[config.mk]
export PLATFORM = sky130hd
export DESIGN_NAME = line_buf_reader
export DESIGN_NICKNAME = d
export VERILOG_FILES = /design/src/rtl/line_buf_pkg.sv /design/src/rtl/line_buf_reader.sv
export SDC_FILE = /design/constraint.sdc
export NUM_CORES = 1
export LEC_CHECK = 0
export ABC_AREA = 1
export BUFFER_PORTS_ARGS = -buffer_cell sky130_fd_sc_hd__buf_4
export CORE_AREA = 2 2 128 130
export DETAILED_ROUTE_END_ITERATION = 16
export DIE_AREA = 0 0 130 132
export PLACE_DENSITY = 0.71
export RECOVER_POWER = 25
export SYNTH_ARGS = -nofsm -noshare
export SYNTH_HDL_FRONTEND = slang
export SYNTH_SLANG_ARGS = --single-unit
[constraint.sdc]
create_clock -name clk_i -period 6.5 [get_ports clk_i]
set_input_delay 0.975 -clock clk_i [delete_from_list [all_inputs] [get_ports clk_i]]
set_output_delay 0.975 -clock clk_i [all_outputs]
set_load 0.05 [all_outputs]
[src/rtl/line_buf_pkg.sv]
// rtl/line_buf_pkg.sv - shared types and sizing helpers for the line buffer read side
package line_buf_pkg;

  localparam int DEF_PX_WIDTH      = 12;
  localparam int DEF_PX_PER_CLK    = 4;
  localparam int DEF_LINES         = 3;
  localparam int DEF_MAX_LINE_SIZE = 1936;

  typedef logic [DEF_PX_PER_CLK*DEF_PX_WIDTH-1:0] px_word_t;

  typedef enum logic [1:0] {
    IDLE  = 2'd0,
    POP   = 2'd1,
    READ  = 2'd2,
    DRAIN = 2'd3
  } rd_state_t;

  // Wide enough to hold the beat count of a maximum-length line.
  function automatic int beat_cnt_w(input int max_line_size, input int px_per_clk);
    return $clog2(max_line_size / px_per_clk + 1);
  endfunction

endpackage

[src/rtl/line_buf_reader.sv]
// rtl/line_buf_reader.sv - pops all line buffers together and emits one aligned column stream
module line_buf_reader
  import line_buf_pkg::*;
#(
  parameter int PX_WIDTH      = DEF_PX_WIDTH,
  parameter int PX_PER_CLK    = DEF_PX_PER_CLK,
  parameter int LINES         = DEF_LINES,
  parameter int MAX_LINE_SIZE = DEF_MAX_LINE_SIZE
) (
  input  logic                                clk_i,
  input  logic                                rst_i,
  input  logic                                enable_i,
  input  logic [LINES-1:0]                    empty_i,
  input  logic [LINES-1:0]                    unread_i,
  output logic [LINES-1:0]                    pop_line_o,
  input  logic [LINES*PX_PER_CLK*PX_WIDTH-1:0] px_data_i,
  input  logic [LINES*PX_PER_CLK-1:0]         px_data_val_i,
  input  logic [LINES-1:0]                    line_end_i,
  input  logic [LINES-1:0]                    frame_start_i,
  input  logic [LINES-1:0]                    frame_end_i,
  output logic [LINES*PX_PER_CLK*PX_WIDTH-1:0] win_data_o,
  output logic [PX_PER_CLK-1:0]               win_val_o,
  output logic                                win_line_start_o,
  output logic                                win_line_end_o,
  output logic                                win_frame_start_o,
  output logic                                win_frame_end_o,
  output logic                                busy_o,
  output logic                                align_err_o,
  input  logic                                err_clr_i
);

  localparam int CNT_W = beat_cnt_w(MAX_LINE_SIZE, PX_PER_CLK);
  localparam logic [CNT_W-1:0] CNT_MAX  = CNT_W'(MAX_LINE_SIZE / PX_PER_CLK);
  localparam logic [CNT_W-1:0] CNT_LAST = CNT_W'(MAX_LINE_SIZE / PX_PER_CLK - 1);

  rd_state_t               state, state_nxt;
  logic [CNT_W-1:0]        beat_cnt;
  logic                    first_beat;
  logic                    sof_seen;
  logic                    mismatch;
  logic                    beat;
  logic                    sat_end;
  logic [PX_PER_CLK-1:0]   val0;
  logic                    unused_ok;

  // Frame start is taken from the reference buffer, frame end from the oldest line.
  assign unused_ok = ^{frame_start_i[LINES-1:1], frame_end_i[LINES-2:0]};

  assign val0       = px_data_val_i[PX_PER_CLK-1:0];
  assign beat       = (state == READ) && (|val0);
  assign sat_end    = beat && !line_end_i[0] && (beat_cnt == CNT_LAST);
  assign pop_line_o = {LINES{state == POP}};
  assign busy_o     = (state != IDLE);

  always_comb begin
    mismatch = 1'b0;
    for (int k = 1; k < LINES; k++) begin
      if ((px_data_val_i[k*PX_PER_CLK +: PX_PER_CLK] != val0) ||
          (line_end_i[k] != line_end_i[0]))
        mismatch = 1'b1;
    end
  end

  always_comb begin
    state_nxt = state;
    case (state)
      IDLE:    if (enable_i && (&unread_i) && !(|empty_i)) state_nxt = POP;
      POP:     state_nxt = READ;
      READ:    if (beat && (line_end_i[0] || sat_end)) state_nxt = DRAIN;
      DRAIN:   state_nxt = IDLE;
      default: state_nxt = IDLE;
    endcase
  end

  always_ff @(posedge clk_i or posedge rst_i) begin
    if (rst_i) state <= IDLE;
    else       state <= state_nxt;
  end

  always_ff @(posedge clk_i or posedge rst_i) begin
    if (rst_i) begin
      beat_cnt   <= '0;
      first_beat <= 1'b0;
      sof_seen   <= 1'b0;
    end else if (state == POP) begin
      beat_cnt   <= '0;
      first_beat <= 1'b1;
      sof_seen   <= frame_start_i[0];
    end else if (state == READ) begin
      if (first_beat && frame_start_i[0]) sof_seen <= 1'b1;
      if (beat) begin
        first_beat <= 1'b0;
        if (beat_cnt != CNT_MAX) beat_cnt <= beat_cnt + CNT_W'(1);
      end
    end
  end

  // Single output stage; anything but a valid READ beat clears it.
  always_ff @(posedge clk_i or posedge rst_i) begin
    if (rst_i) begin
      win_data_o        <= '0;
      win_val_o         <= '0;
      win_line_start_o  <= 1'b0;
      win_line_end_o    <= 1'b0;
      win_frame_start_o <= 1'b0;
      win_frame_end_o   <= 1'b0;
    end else if (beat) begin
      win_data_o        <= px_data_i;
      win_val_o         <= val0;
      win_line_start_o  <= first_beat;
      win_line_end_o    <= line_end_i[0] || sat_end;
      win_frame_start_o <= first_beat && (sof_seen || frame_start_i[0]);
      win_frame_end_o   <= line_end_i[0] && frame_end_i[LINES-1];
    end else begin
      win_data_o        <= '0;
      win_val_o         <= '0;
      win_line_start_o  <= 1'b0;
      win_line_end_o    <= 1'b0;
      win_frame_start_o <= 1'b0;
      win_frame_end_o   <= 1'b0;
    end
  end

  always_ff @(posedge clk_i or posedge rst_i) begin
    if (rst_i)                           align_err_o <= 1'b0;
    else if (beat && (mismatch || sat_end)) align_err_o <= 1'b1;
    else if (err_clr_i)                  align_err_o <= 1'b0;
  end

endmodule

# Yosys cells after proc, flatten, opt, wreduce, memory -nomap -nowiden
# Index checks and enable logic that the tools add are counted.
# W data, S select, Z words.
# classes
addsub,1
n_reduce_logical,31
n_mux,23
n_eq_ne,11
# ops
op,count
$mux W144,1
$mux W9,4
$mux W1,14
$reduce_bool A2 Y1,6
$logic_and A1 B1 Y1,10
$add A9 B1 Y9 const B,1
$eq A9 B9 Y1 const B,1
$ne A9 B9 Y1 const B,1
$ne A4 B4 Y1,2
$pmux W2 S4,1
$reduce_and A2 Y1,3
$reduce_and A3 Y1,2
$logic_or A1 B1 Y1,5
$eq A2 B2 Y1 const B,2
$mux W2,2
$mux W4,1
$reduce_or A4 Y1,1
$reduce_or A3 Y1,1
$eq A2 B1 Y1 const B,1
$logic_not A1 Y1,2
$logic_not A2 Y1,1
$ne A1 B1 Y1,2
$ne A2 B1 Y1 const B,1
$ne A2 B2 Y1 const B,1
# word_totals
ff_bits,166
word_cells,77
out_inout_bits,157
input_bits,175

# Longest topological paths before layout
# depth
word_depth,8
depth_mapped,10
mapped_depth_nobuf,10

# Worst setup path before layout
# No wires, ideal clock.
# synth_path
kind,reg2out
from,register state[1]
to,output pop_line_o[1]
slack_ns,4.249
stages_incl_launch_ff,4
required_ns,5.525
t_arrival_ns,1.276
path_buffers,1
path_cell_list,dfrtp_1 inv_1 ha_1 buf_4
# synth_between
elab_chain_cells,1
# synth_rtl
element,line_no,rtl
start: declaration,line_buf_reader.sv:36,"rd_state_t state, state_nxt;"
start signal: assignment,line_buf_reader.sv:77,else state <= state_nxt;
$eq A2 B1 Y1,line_buf_reader.sv:52,assign pop_line_o = {LINES{state == POP}};
end: declaration,line_buf_reader.sv:15,"output logic [LINES-1:0] pop_line_o,"
# No other way between the ends.

# Worst setup path in the final report
# layout_path
from,input px_data_val_i[1]
to,register win_data_o[138]
# layout_between
elab_chain_cells,3
# layout_rtl
element,line_no,rtl
start: declaration,line_buf_reader.sv:17,"input logic [LINES*PX_PER_CLK-1:0] px_data_val_i,"
$reduce_or A4 Y1,line_buf_reader.sv:50,assign beat = (state == READ) && (|val0);
$logic_and A1 B1 Y1,line_buf_reader.sv:50,
$mux W144,line_buf_reader.sv:107,end else if (beat) begin
end signal: assignment,line_buf_reader.sv:108,win_data_o <= px_data_i;
end: declaration,line_buf_reader.sv:21,"output logic [LINES*PX_PER_CLK*PX_WIDTH-1:0] win_data_o,"
# No other way between the ends.
# A chain may end at the register's enable or synchronous reset.

==> reports/results.ini <==
[critical_path]
worst_setup_path_start_kind = input pin
r2r_cells = 5
worst_path_dominant_cell_family = simple AND/OR/NAND/NOR gates
cpMaxStageDelayCell = nand2_1
reg2reg_slack_ps = 3060
cp_cell_sequence = clkbuf_1 -> nor2_1 -> nand2_1 -> nand2_1 -> buf_4 -> nor2_1
cp.depth = 6
worst_ep_arrival_time_ps = 3900
critPathCaptureType = register
critPathKind = input pin to register
crit_buf_inv = 2
cp-endpoint = win_data_o[138]$_DFF_PP0_
max_stage_delay_ps = 1470
r2r_end = win_data_o[138]$_DFF_PP0_
crit_required_ps = 6760
crit_fanout = 95
r2r_start = state[0]$_DFFE_PP0P_
crit_path_start = px_data_val_i[1]

[sta]
period_minus_slack_ps = 3640
clock.fmax_mhz = 275
hold_violations = 0
timing.setup.tns_ps = 0
fin_ws_ps = 2860
finalSetupViolCount = 0
final.setup_skew_ps = 9.13
hold-worst-slack_ps = 479
maxSlewHeadroom_pct = -38.4
finalCritPeriodShare_pct = 56.0
final-max-slew-violation-count = 59
worstMarginPinSlew_ps = 2070
rsz0062_at_grt = false

[logic_synthesis]
synth.top_cell.area_share_pct = 68.1
synth_cell_types = 28
syn_nets = 806
synth-compound-area-share_pct = 1.87
synthMuxAreaShare_pct = 0
yosysMostFrequentCell = nor2_1
synth_edf_count = 0
yosys_warnings = 0
yosysSeqAreaShare_pct = 68.1
synth_common_cells = 169 x nor2_1, 167 x inv_1, 166 x dfrtp_1
synth_area_per_cell_um2 = 9.76
synthAdderAreaFrac_pct = 1.23
synth_cells = 625
synth_top_area_cell = dfrtp_1
ys.flop_type = dfrtp_1
synth_xor_area_share_pct = 0.718
synth_area_um2 = 6100
synth-simple-area-share_pct = 15.9
async_reset_ff_share_pct = 100
synth_top_family_by_area = simple AND/OR/NAND/NOR gates
synth.area.top_cells = dfrtp_1 68%, nor2_1 10%, inv_1 10%
ys_ff_latch = 166

[floorplan]
dieArea_um2 = 17200
core_region_area_um2 = 15700
die_w_um = 130
die_y_um = 132
ioPinCount = 332
rows = 46
start_util_pct = 38.8

[routing]
drt-total-wl_mm = 16.4
vias = 4824
vias_per_cell = 4.08
routedWlPerCell_um = 13.9
ant_nets = 0
drc = 0
dr.first_iter.drc_count = 231
dr.pass1.iters = 4

[clock_network]
cts_tree = yes
cts_root_buf = clkbuf_16
cts.repair.resized = 0
clk_pin_slew_ps = 70
cts-htree-levels = 4
postCtsSetupBuffers = 0
clockBufferDepth = 2
numCtsBuffers = 17
hold_buffers = 0
insertion_delay_ps = 420
cts.sinks = 166

[place]
hpwl_mm = 12.3
dp_slack_ps = 3460
port_buffers = 327
routabilityCongestion = 0.794
placedInstanceArea_um2 = 8750

[global_routing]
grt_pass1_wl_mm = 24.9
top_usage_layer = met2
grt_max_degree = 96
grt_antenna_before_repair = 0
met3_usage_pct = 6.78
first_global_vias = 4769
gr-total-overflow = 0
met1_usage_pct = 21.8
grt_usage_pct = 19.0
grt_util_met2_pct = 32.7

[pwr]
clockPowerShare_pct = 24.2
combPwrFrac_pct = 43.8
vdd_drop_max_uv = 300
switching_share_pct = 43.7
power_mw = 4.23
intPower_mw = 2.38
switching_power_mw = 1.85
seqPwrFrac_pct = 32.1
p_leak_nw = 5.66
pwr_density_cell_nw_per_um2 = 453

[run_status]
outcome = finished with violations
violations = capacitance limit, slew limit

[final_layout]
nFillCells = 1365
fin_area_um2 = 9330
fin_nets = 1134
area_growth_pct = 52.9
drive_gt1_share_pct = 38.8
diodes = 0

[worst_hold_path]
hold_class = register to register
worstHoldPathCells = 2

[flow_run]
maxCapViolCount = 1

## through the flow
| step | instances | util [%] |
|---|---|---|
| 4_1_cts | 1181 | 59.5 |
| 5_1_grt | 1181 | 59.4 |
| 2_1_floorplan | 625 | - |
| 3_5_place_dp | 1150 | 55.7 |
| 3_3_place_gp | 1150 | 55.7 |
| 6_report | 1181 | 59.4 |
## logic make-up after synthesis
kind of cell / count (synthesis)
flops: 166
xor+xnor: 5
simple gates: 243
compound gates: 15
fa+ha+maj: 6
buf+inv: 190
## state kept, by name (all words and copies together) (netlist names), 2 cells and up
signal,flops
win_data_o,144
win_val_o,4
state,2
beat_cnt,9
## layout make-up
cell class / count / area, um^2 / area share [%]
Clock buffer: 17 / 425 / 4.56
Clock inverter: 14 / 175 / 1.88
Sequential cell: 166 / 4150 / 44.5
Tap cell: 216 / 270 / 2.90
Inverter: 170 / 643 / 6.89
Timing Repair Buffer: 329 / 2460 / 26.4
Multi-Input combinational cell: 269 / 1200 / 12.9
## metal layers
metal | wire (um) | vias up
met5 | 0 | -
met4 | 401 | 0
met3 | 1460 | 29
met2 | 8210 | 188
met1 | 6290 | 2200
li1 | - | 2407
## worst reg2reg max path: cells and delay by family (launching register included)
family	cells	cell delay, ps
buffers and inverters	2	1040
flip-flops	1	380
adder cells (fa/ha/maj)	1	230
AND/OR/NAND/NOR	2	1630
## worst min path at each step
stage          slack (ps)                     endpoint                     from
4_1_cts               490      align_err_o$_DFFE_PP0P_  align_err_o$_DFFE_PP0P_
3_3_place_gp          460      align_err_o$_DFFE_PP0P_  align_err_o$_DFFE_PP0P_
5_1_grt               510  win_frame_start_o$_DFF_PP0_     sof_seen$_DFFE_PP0P_
6_report              480      align_err_o$_DFFE_PP0P_  align_err_o$_DFFE_PP0P_
2_1_floorplan         450         sof_seen$_DFFE_PP0P_     sof_seen$_DFFE_PP0P_
3_5_place_dp          470      align_err_o$_DFFE_PP0P_  align_err_o$_DFFE_PP0P_
## placed cells by master (no fill, tap or decap), types with 2 or more instances in the layout
cell type	Yosys	layout
ha_1	6	6
dfrtp_1	166	166
buf_4	2	327
inv_6	0	4
clkinv_4	0	3
or2_2	2	2
o21ai_0	4	4
nand2_1	46	47
clkbuf_16	0	17
clkinvlp_4	0	3
nand3_1	15	15
clkinv_2	0	2
o21ai_2	6	6
bufinv_16	0	3
nand4_1	2	2
xor2_1	2	2
nor2_1	169	169
xnor2_1	3	3
clkbuf_1	4	2
inv_2	3	3
inv_1	167	166
nor3_1	3	3
## power by group through the flow
stage	Sequential [mW]	Combinational, mW	Clock (mW)
after floorplan	2.19	0.451	0
after global placement	1.37	1.85	0
after detailed placement	1.38	1.86	0
after CTS	1.36	1.86	1.05
after global routing	1.38	1.95	1.09
final	1.36	1.85	1.02
Power figures use the tool's default switching activity.
